## config.mk

```make
export PLATFORM = sky130hd
export DESIGN_NAME = fft_peak_detect
export DESIGN_NICKNAME = d
export VERILOG_FILES = /design/src/rtl/fft_peak_pkg.sv /design/src/rtl/fft_power_calc.sv /design/src/rtl/fft_peak_detect.sv
export SDC_FILE = /design/constraint.sdc
export NUM_CORES = 2
export LEC_CHECK = 0
export ABC_AREA = 1
export CAP_MARGIN = 10
export CORE_MARGIN = 2
export CORE_UTILIZATION = 60
export CTS_CLUSTER_DIAMETER = 30
export DETAILED_ROUTE_END_ITERATION = 16
export PLACE_DENSITY = 0.76
export SLEW_MARGIN = 10
export SYNTH_ARGS = -nofsm -noshare
export SYNTH_HDL_FRONTEND = slang
export SYNTH_HIERARCHICAL = 1
export SYNTH_SLANG_ARGS = --single-unit
```

## constraint.sdc

```tcl
create_clock -name clk -period 8.2 [get_ports clk]
set_input_delay 2.46 -clock clk [delete_from_list [all_inputs] [get_ports clk]]
set_output_delay 2.46 -clock clk [all_outputs]
set_load 0.01 [all_outputs]
```

## src/rtl/fft_peak_pkg.sv

```systemverilog
// Shared types and constants for the FFT spectral peak detector.
package fft_peak_pkg;

   localparam int DEF_IN_W    = 32;
   localparam int DEF_TRUNC_W = 16;
   localparam int DEF_PTS_W   = 11;
   localparam int POW_W       = 2 * DEF_TRUNC_W + 1;

   typedef enum logic {
      IDLE  = 1'b0,
      FRAME = 1'b1
   } state_t;

   // Per-beat tags that travel beside the data; bin is sized for the default frame width.
   typedef struct packed {
      logic                 sop;
      logic                 report;
      logic                 kill;
      logic                 in_range;
      logic [DEF_PTS_W-1:0] bin;
   } tag_t;

endpackage

```

## src/rtl/fft_power_calc.sv

```systemverilog
// Truncates each complex sample and forms re^2 + im^2, carrying the beat tags alongside.
module fft_power_calc
   import fft_peak_pkg::*;
#(
   parameter int IN_W    = DEF_IN_W,
   parameter int TRUNC_W = DEF_TRUNC_W
) (
   input  logic                clk,
   input  logic                reset_n,
   input  logic [IN_W-1:0]     re,
   input  logic [IN_W-1:0]     im,
   input  tag_t                tag_in,
   output logic [2*TRUNC_W:0]  pow,
   output tag_t                tag_out
);

   logic signed [TRUNC_W-1:0]   t_re;
   logic signed [TRUNC_W-1:0]   t_im;
   logic signed [2*TRUNC_W-1:0] sq_re;
   logic signed [2*TRUNC_W-1:0] sq_im;
   tag_t                        tag_s1;
   tag_t                        tag_s2;

   // Fractional bits below the kept MSBs are discarded by design.
   logic unused_low;
   assign unused_low = ^{re[IN_W-TRUNC_W-1:0], im[IN_W-TRUNC_W-1:0]};

   always_ff @(posedge clk or negedge reset_n) begin
      if (!reset_n) begin
         t_re   <= '0;
         t_im   <= '0;
         tag_s1 <= '0;
         sq_re  <= '0;
         sq_im  <= '0;
         tag_s2 <= '0;
      end else begin
         t_re   <= re[IN_W-1 -: TRUNC_W];
         t_im   <= im[IN_W-1 -: TRUNC_W];
         tag_s1 <= tag_in;
         sq_re  <= t_re * t_re;
         sq_im  <= t_im * t_im;
         tag_s2 <= tag_s1;
      end
   end

   // Squares are non-negative, so zero-extending them gives an exact unsigned sum.
   assign pow     = {1'b0, sq_re} + {1'b0, sq_im};
   assign tag_out = tag_s2;

endmodule

```

## src/rtl/fft_peak_detect.sv

```systemverilog
// Streaming peak-bin finder on FFT output frames; reports strongest positive-frequency bin.
// Define FFT_PEAK_DC_SKIP_EN to exclude bins below MIN_BIN from the search.
module fft_peak_detect
   import fft_peak_pkg::*;
#(
   parameter int IN_W    = DEF_IN_W,
   parameter int TRUNC_W = DEF_TRUNC_W,
   parameter int PTS_W   = DEF_PTS_W,
   parameter int MIN_BIN = 2
) (
   input  logic                clk,
   input  logic                reset_n,
   input  logic                src_valid,
   input  logic                src_sop,
   input  logic                src_eop,
   input  logic [IN_W-1:0]     src_real,
   input  logic [IN_W-1:0]     src_imag,
   input  logic [PTS_W-1:0]    fft_pts,
   output logic                peak_valid,
   output logic [PTS_W-1:0]    peak_bin,
   output logic [2*TRUNC_W:0]  peak_power,
   output logic                frame_err
);

`ifdef FFT_PEAK_DC_SKIP_EN
   localparam bit DC_SKIP = 1'b1;
`else
   localparam bit DC_SKIP = 1'b0;
`endif
   localparam logic [PTS_W-1:0] LO = DC_SKIP ? PTS_W'(MIN_BIN) : '0;

   state_t             state;
   logic [PTS_W-1:0]   pts_q;
   logic [PTS_W-1:0]   bin_q;

   logic               in_frame;
   logic [PTS_W-1:0]   cur_pts;
   logic [PTS_W-1:0]   cur_bin;
   logic [PTS_W-1:0]   half;
   logic [PTS_W-1:0]   hi;
   logic               last;
   logic               rpt;
   logic               kill;
   logic               err;
   logic               in_range;
   tag_t               tag_in;
   tag_t               tag_s2;
   logic [2*TRUNC_W:0] pow;

   logic [PTS_W-1:0]   max_bin;
   logic [2*TRUNC_W:0] max_pow;
   logic [PTS_W-1:0]   base_bin;
   logic [2*TRUNC_W:0] base_pow;
   logic [PTS_W-1:0]   best_bin;
   logic [2*TRUNC_W:0] best_pow;
   logic               take;

   // A sop beat always opens a frame at bin 0, even if one is already in flight.
   always_comb begin
      in_frame = src_valid & (src_sop | (state == FRAME));
      cur_pts  = src_sop ? fft_pts : pts_q;
      cur_bin  = src_sop ? '0 : bin_q;
      half     = cur_pts >> 1;
      hi       = (half == '0) ? '0 : half - PTS_W'(1);
      last     = (cur_bin == cur_pts - PTS_W'(1));
      rpt      = in_frame & src_eop & last;
      kill     = in_frame & (src_eop ^ last);
      err      = kill | (src_valid & (((state == FRAME) & src_sop) |
                                      ((state == IDLE) & ~src_sop & src_eop)));
      in_range = ($signed({1'b0, cur_bin}) >= $signed({1'b0, LO})) && (cur_bin <= hi);
      tag_in   = '0;
      if (in_frame) begin
         tag_in.sop      = src_sop;
         tag_in.report   = rpt;
         tag_in.kill     = kill;
         tag_in.in_range = in_range;
         tag_in.bin      = DEF_PTS_W'(cur_bin);
      end
   end

   always_ff @(posedge clk or negedge reset_n) begin
      if (!reset_n) begin
         state     <= IDLE;
         pts_q     <= '0;
         bin_q     <= '0;
         frame_err <= 1'b0;
      end else begin
         frame_err <= err;
         if (in_frame) begin
            if (src_sop)
               pts_q <= fft_pts;
            bin_q <= cur_bin + PTS_W'(1);
            state <= (rpt | kill) ? IDLE : FRAME;
         end
      end
   end

   fft_power_calc #(
      .IN_W    (IN_W),
      .TRUNC_W (TRUNC_W)
   ) u_power (
      .clk     (clk),
      .reset_n (reset_n),
      .re      (src_real),
      .im      (src_imag),
      .tag_in  (tag_in),
      .pow     (pow),
      .tag_out (tag_s2)
   );

   // Strictly-greater update keeps the lowest bin on ties; sop restarts from (lo, 0).
   always_comb begin
      base_bin = tag_s2.sop ? LO : max_bin;
      base_pow = tag_s2.sop ? '0 : max_pow;
      take     = tag_s2.in_range && (pow > base_pow);
      best_bin = take ? PTS_W'(tag_s2.bin) : base_bin;
      best_pow = take ? pow : base_pow;
   end

   always_ff @(posedge clk or negedge reset_n) begin
      if (!reset_n) begin
         max_bin    <= '0;
         max_pow    <= '0;
         peak_valid <= 1'b0;
         peak_bin   <= '0;
         peak_power <= '0;
      end else begin
         max_bin    <= best_bin;
         max_pow    <= best_pow;
         peak_valid <= tag_s2.report & ~tag_s2.kill;
         if (tag_s2.report & ~tag_s2.kill) begin
            peak_bin   <= best_bin;
            peak_power <= best_pow;
         end
      end
   end

endmodule
```

* After elaboration in Yosys (flattened, before gate mapping)
Cells that the tools add are included.
** Storage, ports and cells
- Flip-flop bits (word level) :: 239
- Input port bits :: 80
- Output and inout port bits :: 46
- Logic and storage cells :: 60
** Operators by class
- Add/sub/neg operators :: 4
- Multipliers :: 2
- Magnitude comparators :: 2
- Equality and inequality tests :: 1
- Mux-type cells :: 9
- Bitwise gates (word level) :: 17
- Reductions and logical operators :: 2
** Operators with widths (count)
- $mux 33 :: 2
- $mul 16x16->32 :: 2
- $mux 11 :: 5
- $add 32x32->33 :: 1
- $gt 33x33->1 :: 1
- $mux 15 :: 1
- $add 11x1->11 const B :: 1
- $eq 11x11->1 :: 1
- $le 11x11->1 :: 1
- $logic_not 11->1 :: 1
- $sub 10x1->11 const B :: 1
- $sub 11x1->11 const B :: 1
- $and 1x1->1 :: 9
- $or 1x1->1 :: 4
- $not 1->1 :: 3
- $logic_and 1x1->1 :: 1
- $mux 1 :: 1
- $xor 1x1->1 :: 1

* Longest topological paths before layout
- Depth after elaboration :: 7
- Gate-level depth with buffers :: 27
- Mapped depth without buffers :: 26

* Hierarchy
The synthesis kept the hierarchy.
** By module, submodules not included
- fft_power_calc :: instances 1, cells an instance 3173, area each 25011.5 um2, sequential area each 3103.0 um2
- fft_peak_detect :: instances 1, cells an instance 967, area each 7038.0 um2, sequential area each 2827.7 um2

* Least setup slack after synthesis
OpenSTA, ideal clock, no wires.
- Kind :: reg-to-reg
- Start point :: reg u_power.t_im[15]
- End point :: reg u_power.sq_im[23]
- Setup time :: 117 ps
- Arrival :: 5396 ps
- Data required time :: 8083 ps
- Path slack :: 2687 ps
- Cell stages (with the launch flop) :: 22
- Buffers on the path :: 2
- Clock period less this slack :: 5513 ps
- Cells stage by stage :: dfrtp_1 clkbuf_1 clkbuf_1 nand2_1 inv_1 fa_1 fa_1 fa_1 fa_1 fa_1 inv_1 fa_1 inv_1 ha_1 a21oi_1 inv_1 a21oi_1 nand2_1 inv_1 nand3_1 nor2_1 nor2_1
** Between the ends
- Word-level cells in the longest chain between the ends :: 1
** Ends and longest elaborated chain
- start: declaration :: line fft_power_calc.sv:18 : logic signed [TRUNC_W-1:0] t_im;
- start signal: assignment :: line fft_power_calc.sv:38 : t_im <= im[IN_W-1 -: TRUNC_W];
- $mul 16x16->32 :: line fft_power_calc.sv:41 : sq_im <= t_im * t_im;
- end signal: assignment :: line fft_power_calc.sv:41
- end: declaration :: line fft_power_calc.sv:20 : logic signed [2*TRUNC_W-1:0] sq_im;
No other way between the ends.
A chain may end at the register's enable or synchronous reset.

* Final worst setup path
- Start point :: reg u_power.t_im[15]
- End point :: reg u_power.sq_im[30]
The elaborated chain is that of the path after synthesis.

==> metrics <==
post-layout min period 6.26 ns; Avg Cell Area, Syn 7.74 µm²; Final Routed Wirelength 73000 µm; port buffer count 93; Sink Count 237; sequential fraction of the synthesis area 0.185; Final TNS setup 0 ns; CTS resizes 0; CP Class register to register; Die Ht 235 µm; RD Place Congestion 0.954; slowest CP cell fa_1; R2R depth 18; CP required 8.67 ns; Syn Nets 4945; most used cell, CP fa_1; initial drt markers 1432; Netlist Area Pre-Place 32000 µm²; vias in the first global route 26500; Tcrit/Tclk final 0.764; Yosys warning count 6; Die Area 55300 µm²; largest net degree at the start of global routing 148; Reg clk slew, reported paths 0.06 ns; Critical Path, Cell by Cell nand2_1, inv_1, fa_1, fa_1, fa_1, fa_1, fa_1, inv_1, fa_1, inv_1, ha_1, nand2_1, nor2_1, and2_1, and2_1, nand2_1, nand3_1, nand2_1; CTS Root Cell clkbuf_16; Core Area 52700 µm²; synthesized flop and latch total 237; Data arrival, critical path 6.73 ns; post-CTS setup buffer count 0; Synth cell types 43; Synth Instances 4140; H-tree level count 2; area added between synthesis and finish 10.7%; critical path capture point type register; global route overflow 0; crit path launch type register; Hold Violations, Final 0; HP Class register to register; clock skew 0.0338 ns; Ports 126; max-cap violation count 0; hpwl dp 58800 µm; Core Rows 84; CTS buffer count 56; Max Clock Freq 0.160 GHz; # setup viols final 0; initial antenna violation count 1; total track usage 0.278; first-pass GRT wire length 125000 µm; Slew headroom 0.348; Die X 235 µm; CTS tree yes; status completed; Longest Clk Path Bufs 3; final instance area 35500 µm²; drt drc 0; Pre-antenna DRT Iters 6; via count 25400; crit path max fanout 21; Slew @ Worst Pin 0.974 ns; Area after DPL 33600 µm²; initial core utilization 0.609; Wirelength per Cell 14.8 µm; Min-Delay Path Depth 0; Via-to-Cell Ratio 5.14; number of nets in the layout 5013; cts hold-fix bufs 0; clk_lat worst skew 0.61 ns; RSZ-0062 raised after global routing false; ratio of cells with drive above 1 in the final layout 0.0493; Worst path max stage delay 0.93 ns; max-slew violation count 0; Routed Antenna Nets 0
worst paths after layout:
check / start / end / slack (ns)
setup / recovery: u_power/t_im[15] / u_power/sq_im[30] / 1.94
hold / removal: u_power/tag_s1[9] / u_power/tag_out[9] / 0.34
setup reg to reg: u_power/t_im[15] / u_power/sq_im[30] / 1.94
hold reg to reg: u_power/tag_s1[9] / u_power/tag_out[9] / 0.34
max in group asynchronous: reset_n / max_pow[17] / 5.05
min in group asynchronous: reset_n / state / 1.87
Yosys cell counts, drive strengths merged:
library cell / count / share of area
o21bai: 21 / 0.0049
a31oi: 1 / 0.00020
a21boi: 2 / 0.00047
nand3: 221 / 0.035
xor2: 68 / 0.019
dfrtp: 237 / 0.19
xnor2: 9 / 0.0025
clkinv: 4 / 0.00047
o21ai: 54 / 0.0093
inv: 1075 / 0.13
a31o: 4 / 0.0011
o21a: 2 / 0.00047
nor2: 208 / 0.027
nor4: 1 / 0.00020
ha: 257 / 0.10
buf: 15 / 0.0029
conb: 1 / 0.00012
nand4: 38 / 0.0074
nand2: 1167 / 0.14
and2: 52 / 0.010
nor3: 30 / 0.0057
nand3b: 6 / 0.0014
fa: 468 / 0.29
clkbuf: 84 / 0.0098
or2: 13 / 0.0025
and3: 1 / 0.00020
a21o: 8 / 0.0019
a21oi: 93 / 0.015
per-stage QoR:
stage                     setup slack (ns)  hold slack (ns)   util  instances
after floorplan                       2.69            0.331      -       4140
after global placement                1.99            0.332  0.638       4838
after detailed placement              1.97            0.335  0.638       4838
after CTS                             1.94            0.348  0.674       4944
after global routing                  1.52            0.353  0.674       4944
final                                 1.94            0.343  0.674       4945
worst max-delay path: cells and delay by family (launching register included):
family        cells  cell delay (ns)
fa+ha+maj         7             3.92
buf+inv           3             0.22
flops             1             0.88
simple gates      8             1.09
sequential cells by signal, indices dropped and copies added (netlist names), 11 cells and up:
signal	count
max_pow	33
peak_power	33
u_power/sq_im	31
u_power/sq_re	31
u_power/t_im	16
u_power/t_re	16
u_power/tag_out	15
u_power/tag_s1	15
bin_q	11
max_bin	11
peak_bin	11
pts_q	11
logic make-up (layout without fill, tap and decap cells):
| family | count (synthesis) | in the layout | synth area share |
|---|---|---|---|
| simple gates | 1737 | 1737 | 0.229 |
| buf+inv | 1178 | 1294 | 0.139 |
| fa+ha+maj | 725 | 725 | 0.393 |
| flops | 237 | 237 | 0.185 |
| compound gates | 185 | 185 | 0.0330 |
| xor+xnor | 77 | 77 | 0.0210 |
| other cells | 1 | 2 | 0.000117 |
area by class of cell:
type / instances / area, µm²
Antenna cell: 1 / 2.50
Clock buffer: 66 / 1470
Clock inverter: 40 / 432
Fill cell: 4360 / 17200
Inverter: 1079 / 4050
Multi-Input combinational cell: 2725 / 21700
Sequential cell: 237 / 5930
Tap cell: 688 / 861
Timing Repair Buffer: 109 / 1070
metal layers:
layer,vias up,routed length (µm),global-route usage
li1,12300,-,-
met1,12200,30400,0.353
met2,691,35500,0.476
met3,190,4370,0.0496
met4,0,2720,0.107
met5,-,0,0
layout by cell type (no fill, tap or decap), types with 9 or more instances in the layout:
cell and n:
nand2_2 21, ha_1 257, nand4_1 38, and2_1 52, inv_1 1064, o21bai_1 21, buf_4 15, nor3_1 25
a21oi_1 91, clkdlybuf4s50_1 92, nor2_1 185, xnor2_1 9, o21ai_0 40, nand3_1 216, inv_8 9, clkbuf_16 56
nand2_1 1142, inv_2 11, nor2_2 17, xor2_1 68, fa_1 468, dfrtp_1 237, or2_2 11
Power is not shown: default switching activity piles up to over one toggle a cycle in this logic, so the estimate is an artifact.
